`config.mk`:
```
export PLATFORM = sky130hd
export DESIGN_NAME = regfile_param
export DESIGN_NICKNAME = d
export VERILOG_FILES = /design/src/rtl/regfile_param.sv
export SDC_FILE = /design/constraint.sdc
export NUM_CORES = 1
export LEC_CHECK = 0
export ABC_CLOCK_PERIOD_IN_PS = 15070
export BUFFER_PORTS_ARGS = -buffer_cell sky130_fd_sc_hd__buf_2
export CAP_MARGIN = 20
export CORE_MARGIN = 10
export CORE_UTILIZATION = 52
export DETAILED_ROUTE_END_ITERATION = 7
export PLACE_DENSITY = 0.67
export SYNTH_ARGS = -nofsm -noshare
export SYNTH_HDL_FRONTEND = slang
export SYNTH_SLANG_ARGS = --single-unit
```
`constraint.sdc`:
```
create_clock -name clk -period 15.07 [get_ports clk]
set_input_delay 3.014 -clock clk [delete_from_list [all_inputs] [get_ports clk]]
set_output_delay 3.014 -clock clk [all_outputs]
set_load 0.05 [all_outputs]
```
`src/rtl/regfile_param.sv`:
```
// Parametrised RISC-V integer register file: two combinational read ports, one
// clocked write port, and a clear sequencer that zeroes one register per cycle after reset.
module regfile_param #(
    parameter int XLEN     = 32,
    parameter int NREGS    = 32,
    parameter int BYPASS   = 1,
    parameter int ZERO_REG = 1,
    localparam int AW      = $clog2(NREGS)
) (
    input  logic            clk,
    input  logic            reset,
    input  logic            we3,
    input  logic [AW-1:0]   a1,
    input  logic [AW-1:0]   a2,
    input  logic [AW-1:0]   a3,
    input  logic [XLEN-1:0] wd3,
    output logic [XLEN-1:0] rd1,
    output logic [XLEN-1:0] rd2,
    output logic            ready,
    output logic            wr_err,
    output logic            o_dbg_state
);

    typedef enum logic {
        CLEAR = 1'b0,
        RUN   = 1'b1
    } state_t;

    state_t            r_state;
    logic [AW-1:0]     r_clr_idx;
    logic              r_ready;
    logic              r_wr_err;
    logic [XLEN-1:0]   r_rf [NREGS];
    logic              w_x0_write;

    // A write to x0 is discarded when x0 is hardwired, and must not be forwarded either.
    assign w_x0_write = (ZERO_REG != 0) && (a3 == '0);

    always_ff @(posedge clk) begin
        if (reset) begin
            r_state   <= CLEAR;
            r_clr_idx <= '0;
            r_ready   <= 1'b0;
            r_wr_err  <= 1'b0;
        end else begin
            case (r_state)
                CLEAR: begin
                    r_rf[r_clr_idx] <= '0;
                    r_wr_err        <= we3;
                    if (r_clr_idx == AW'(NREGS - 1)) begin
                        r_state <= RUN;
                        r_ready <= 1'b1;
                    end else begin
                        r_clr_idx <= r_clr_idx + AW'(1);
                    end
                end
                RUN: begin
                    r_wr_err <= 1'b0;
                    if (we3 && !w_x0_write) begin
                        r_rf[a3] <= wd3;
                    end
                end
                default: begin
                    r_state <= CLEAR;
                end
            endcase
        end
    end

    function automatic logic [XLEN-1:0] read_port(input logic [AW-1:0] addr);
        logic [XLEN-1:0] v;
        v = '0;
        if (r_state == RUN) begin
            if ((ZERO_REG != 0) && (addr == '0)) begin
                v = '0;
            end else if ((BYPASS != 0) && we3 && (a3 == addr)) begin
                v = wd3;
            end else begin
                v = r_rf[addr];
            end
        end
        return v;
    endfunction

    always_comb begin
        rd1 = read_port(a1);
        rd2 = read_port(a2);
    end

    assign ready       = r_ready;
    assign wr_err      = r_wr_err;
    assign o_dbg_state = r_state;

endmodule

```
==> results of run 1 <==
## area by class of cell
type	count	share of cell area
Tap cell	1265	0.02877
Clock buffer	124	0.04983
Clock inverter	74	0.01328
Multi-Input combinational cell	1578	0.3168
Inverter	9	0.0006141
Sequential cell	1032	0.5618
Timing Repair Buffer	216	0.02884
Antenna cell	1	0.00004549
## stage by stage
stage / setup slack (ps) / instances / hold WS, ps / power (mW)
2_1_floorplan: 6928 / 2864 / 506.6 / 3.504
3_3_place_gp: 4607 / 4088 / 460.4 / 3.652
3_5_place_dp: 4869 / 4089 / 492.3 / 3.657
4_1_cts: 4843 / 4287 / 510.9 / 6.276
5_1_grt: 4624 / 4298 / 545.7 / 6.420
6_report: 4590 / 4299 / 504.6 / 6.273
## state kept, by name, summed over array words and instances, names as in the netlist
name	count
o_dbg_state	1
r_clr_idx	5
r_rf	1024
ready	1
wr_err	1
## cells by family after synthesis
group | count (synthesis)
AO/OA/AOI/OAI | 538
multiplexers | 779
adder cells (fa/ha/maj) | 2
AND/OR/NAND/NOR | 246
flip-flops | 1032
XOR/XNOR | 13
buffers and inverters | 254
## routing by layer
| layer | vias up | GRT usage |
|---|---|---|
| li1 | 12260 | - |
| met2 | 2411 | 0.4443 |
| met5 | - | 0 |
| met1 | 16260 | 0.3979 |
| met3 | 520 | 0.08381 |
| met4 | 10 | 0.1397 |
## final timing paths
| kind | from | endpoint | slack (ps) | depth (start not counted) |
|---|---|---|---|---|
| worst min-delay path | ready$_SDFFE_PP0P_ | ready$_SDFFE_PP0P_ | 500 | 2 |
| worst max-delay path | a2[2] | rd2[2] | 4590 | 9 |
| worst max register to register | o_dbg_state$_SDFF_PP0_ | r_rf[8][26]$_DFFE_PP_ | 10990 | 6 |
| worst min register to register | ready$_SDFFE_PP0P_ | ready$_SDFFE_PP0P_ | 500 | 2 |
## worst max-delay path, cell delays in order
cell and delay, ps:
buf_4 790, buf_4 710, or2_2 510, buf_4 370
nor3_1 90, nor2_2 610, o21ai_0 270, a31oi_1 620
buf_2 390
## cell usage after synthesis (48+ instances only)
cell      number  area share
a31oi_1      104       0.013
a22o_1        48      0.0085
clkbuf_1     115      0.0087
mux4_2       320        0.15
a22oi_1      121       0.018
nor2_1        50      0.0038
nand2_1       61      0.0046
mux2i_1      415       0.084
and2_1        59      0.0075
o21ai_0       96      0.0097
o221ai_1      79       0.014
edfxtp_1    1024        0.62
## power by group through the flow
stage	Clock [mW]	Combinational [mW]	Sequential, mW
2_1_floorplan	0	0.307	3.20
3_3_place_gp	0	0.452	3.20
3_5_place_dp	0	0.456	3.20
4_1_cts	2.68	0.457	3.14
5_1_grt	2.80	0.480	3.14
6_report	2.66	0.469	3.14
## layout by cell type (no fill, tap or decap), types with 9 or more instances in the layout
cell,n
inv_1,9
o221ai_1,79
o21ai_0,96
clkinv_1,29
mux4_2,320
buf_2,109
clkbuf_1,17
mux2i_1,415
buf_4,89
nor2_4,34
a21oi_1,16
a22o_1,48
a211o_1,16
a31oi_1,104
nand2_1,61
edfxtp_1,1024
bufinv_16,14
a22oi_1,121
clkbuf_16,107
xor2_1,10
nor2_1,13
o22ai_1,20
nand3_1,21
clkinv_2,20
mux2_2,44
and2_1,57
==> results.ini, run 1 <==
[finish]
finalNetCount = 2996
final_area_mm2 = 0.05501
multiInputGateArea_mm2 = 0.01743
seq_area_mm2 = 0.03091
fill_cells = 7077
fin_util = 0.5808
syn_to_final_growth_pct = 11.14
drive_gt1_frac = 0.2624

[routing]
vias = 31460
route.detailed.drc = 0
drt-total-wl_um = 162600
drtAntennaViolNets = 0
met1_length_um = 60290
dr.max_layer_used = met5
wl_met3_um = 21170
drt_iter0_drc = 4985
routed_via_density = 7.318
dr_wl_met2_um = 72480
drt_pass1_iterations = 8
routedWlPerCell_um = 37.82

[power_and_ir_drop]
pwr_density_cell_mw_per_mm2 = 114.0
pwr-share-clk = 0.425
switching_share = 0.2285
combPwrFrac = 0.075
internal_power_mw = 4.840
power.switching_mw = 1.434
p_seq_frac = 0.501
ir_worst_vdd_uv = 95.55
leakage_nw = 17.58

[grt]
grt_max_degree = 104
antenna_found_initial = 10
grt_pass1_vias = 31640
gr-usage-all-layers = 0.2961
grt_pass1_wl_um = 229000
overflow = 0

[synth]
synthDistinctLibCells = 60
synth_compound_area_frac = 0.07793
synth_fa_ha_area_frac = 0.0005055
synthCells = 2864
syn_nets = 2916
synth-main-ff-cell = edfxtp_1
yosys_warnings = 0
synth-seq-cells = 1032
synthSimpleGateAreaFrac = 0.02540
synth_edf_count = 1024
synthMuxAreaShare = 0.2395
synthArstFlopShare = 0
synth_top_family_by_area = multiplexers
syn_avg_cell_area_um2 = 17.28
synth-xor-area-share = 0.002300
syn_area_mm2 = 0.04950
seq_area_frac_synth = 0.6244

[clock_network]
cts_buffers = 107
cts_num_sinks = 1032
cts.path.max_buffers = 3
cts.repair.resized = 0
insertion_delay_ps = 700
cts_setup_buffers = 0
cts_root_buffer = clkbuf_16
hold_buffers = 0
clk_pin_slew_ps = 60
cts_tree = yes
htreeDepth = 3

[timing]
tightest_slew_ps = 1186
finalSetupViolCount = 0
fin_crit_ps = 10480
rsz0062_at_grt = false
hold_viol = 0
slew_headroom = 0.2091
period_share = 0.6954
fin_skew_ps = 23.58
max_freq_mhz = 95.42
tns_ps = 0
slew_violations = 0

[floorplanning]
start_util = 0.5225
io_pins = 117
fp.dieArea_mm2 = 0.1079
coreArea_mm2 = 0.09473
chipWidth_um = 328.5
die_y_um = 328.5
num_rows = 113

[job]
max_cap_viol_count = 0

[critical_path]
critical_path_class = in -> out
required_ps = 12060
critPathMaxFanout = 55
end_kind = output pin
worstSetupStartpointType = primary input
crit_arrival_ps = 7470

[place]
portBuffers = 116
place.gp.congestion = 0.8915
post_dp_cell_area_mm2 = 0.05127
hpwlAfterDp_um = 91100

[outcome]
status = finished, final reports clean

[hold_path]
min-delay-path-class = reg -> reg

Power figures use the tool's default switching activity.
==> inputs of run 2 (changes only) <==
Settings changed: ABC_CLOCK_PERIOD_IN_PS 15070 to 10500.
Clock period 15.07 ns to 10.5 ns, I/O delays scaled along.
==> results.ini, run 2 (same netlist as run 1, synthesis figures left out) <==
[finish]
drive_gt1_frac = 0.2629  ; was 0.2624
syn_to_final_growth_pct = 11.49  ; was 11.14%
top_register = r_rf  ; unchanged
mostFrequentLayoutCell = edfxtp_1  ; unchanged
finalNetCount = 2996  ; unchanged
layout_common_cells = edfxtp_1 (1,024), mux2i_1 (415), mux4_2 (320)  ; unchanged
reg_top3 = r_rf: 1024 flops, r_clr_idx: 5 flops  ; unchanged
largest_reg_flops = 1024  ; unchanged

[routing]
route.detailed.drc = 0  ; unchanged
wl_met3_um = 21600  ; was 21,170 µm
drt_pass1_iterations = 8  ; unchanged
drt_iter0_drc = 4677  ; was 4,985
drtAntennaViolNets = 0  ; unchanged
dr.max_layer_used = met5  ; unchanged
met1_length_um = 57570  ; was 60,290 µm
drt-total-wl_um = 160400  ; was 162,600 µm
routed_via_density = 7.324  ; was 7.318
routedWlPerCell_um = 37.31  ; was 37.82 µm
dr_wl_met2_um = 73560  ; was 72,480 µm
vias = 31480  ; was 31,460

[job]
max_cap_viol_count = 0  ; unchanged

[timing]
tightest_slew_ps = 1229  ; was 1186 ps
fin_skew_ps = 26.43  ; was 23.58 ps
finalSetupViolCount = 0  ; unchanged
rsz0062_at_grt = false  ; unchanged
tns_ps = 0  ; unchanged
max_freq_mhz = 118.8
slew_headroom = 0.1809  ; was 0.2091
period_share = 0.8019
hold_viol = 0  ; unchanged
fin_crit_ps = 8420
slew_violations = 0  ; unchanged

[power_and_ir_drop]
ir_worst_vdd_uv = 132.2  ; was 95.55 µV
pwr_density_cell_mw_per_mm2 = 162.6  ; was 114.0 mW/mm²
leakage_nw = 17.63  ; was 17.58 nW
p_total_mw = 8.971  ; was 6.273 mW

[floorplanning]
num_rows = 113  ; unchanged
chipWidth_um = 328.5  ; unchanged
coreArea_mm2 = 0.09473  ; unchanged
die_y_um = 328.5  ; unchanged
fp.dieArea_mm2 = 0.1079  ; unchanged
io_pins = 117  ; unchanged
start_util = 0.5225  ; unchanged

[grt]
grt_max_degree = 114  ; was 104
overflow = 0  ; unchanged
gr-usage-all-layers = 0.2905  ; was 0.2961
grt_pass1_vias = 31830  ; was 31,640
grt_pass1_wl_um = 226200  ; was 229,000 µm
antenna_found_initial = 8  ; was 10

[critical_path]
critical_path_class = in -> out  ; unchanged
end_kind = output pin  ; unchanged
critPathMaxFanout = 40  ; was 55
worstSetupStartpointType = primary input  ; unchanged
required_ps = 8400  ; was 12,060 ps
crit_arrival_ps = 6320  ; was 7470 ps

[place]
place.gp.congestion = 0.8904  ; was 0.8915
hpwlAfterDp_um = 90060  ; was 91,100 µm
portBuffers = 116  ; unchanged

[clock_network]
insertion_delay_ps = 690  ; was 700 ps
htreeDepth = 3  ; unchanged
cts_num_sinks = 1032  ; unchanged
cts.path.max_buffers = 3  ; unchanged
cts_tree = yes  ; unchanged
hold_buffers = 0  ; unchanged
cts_setup_buffers = 0  ; unchanged
cts_buffers = 107  ; unchanged
cts_root_buffer = clkbuf_16  ; unchanged
clk_pin_slew_ps = 60  ; about the same
cts.repair.resized = 0  ; unchanged

[outcome]
status = finished, final reports clean  ; unchanged

[hold_path]
min-delay-path-class = reg -> reg  ; unchanged

==> run 2: area by class of cell <==
cell class              count  area, µm²
flip-flops and latches   1032      30910
well taps                1265       1583
multi-input cells        1578      17430
clock inverters            58      598.1
clock buffers             139       2849
repair buffers            216       1784
fillers                  7045      39540
diodes                      1      2.502
inverters                   9      33.78
==> run 2: per-stage QoR <==
| stage | utilization | setup slack [ps] | hold WS [ps] | instances | cell area (µm²) |
|---|---|---|---|---|---|
| 3_5_place_dp | 0.5414 | 2442 | 463.5 | 4081 | 51290 |
| 6_report | 0.5826 | 2080 | 473.8 | 4298 | 55190 |
| 4_1_cts | 0.5778 | 2428 | 477.9 | 4278 | 54740 |
| 2_1_floorplan | - | 4186 | 506.6 | 2864 | 49500 |
| 3_3_place_gp | 0.5413 | 2559 | 458.2 | 4080 | 51270 |
| 5_1_grt | 0.5826 | 2092 | 529.2 | 4297 | 55180 |
==> run 2: final timing paths <==
| check | start | end | slack [ps] | cells past startpoint |
|---|---|---|---|---|
| worst max-delay path | a2[2] | rd2[0] | 2080 | 10 |
| worst min-delay path | ready$_SDFFE_PP0P_ | ready$_SDFFE_PP0P_ | 470 | 2 |
| worst max register to register | o_dbg_state$_SDFF_PP0_ | r_rf[29][20]$_DFFE_PP_ | 7270 | 4 |
| worst min register to register | ready$_SDFFE_PP0P_ | ready$_SDFFE_PP0P_ | 470 | 2 |
==> run 2: layer usage <==
metal / vias up / track usage
li1: 12250 / -
met1: 16260 / 0.3813
met2: 2448 / 0.4459
met3: 514 / 0.08796
met4: 6 / 0.1280
met5: - / 0
==> run 2: worst max-delay path: stages <==
cell	delay (ps)
buf_4	550
buf_4	580
or2_2	560
buf_4	350
nor3_1	80
nor2_2	540
buf_4	420
o21ai_0	160
a31oi_1	510
buf_2	380
==> run 2: power by group <==
group	switching (mW)	internal, mW
registers	0.0153	4.49
clock network	1.59	2.20
logic	0.429	0.248
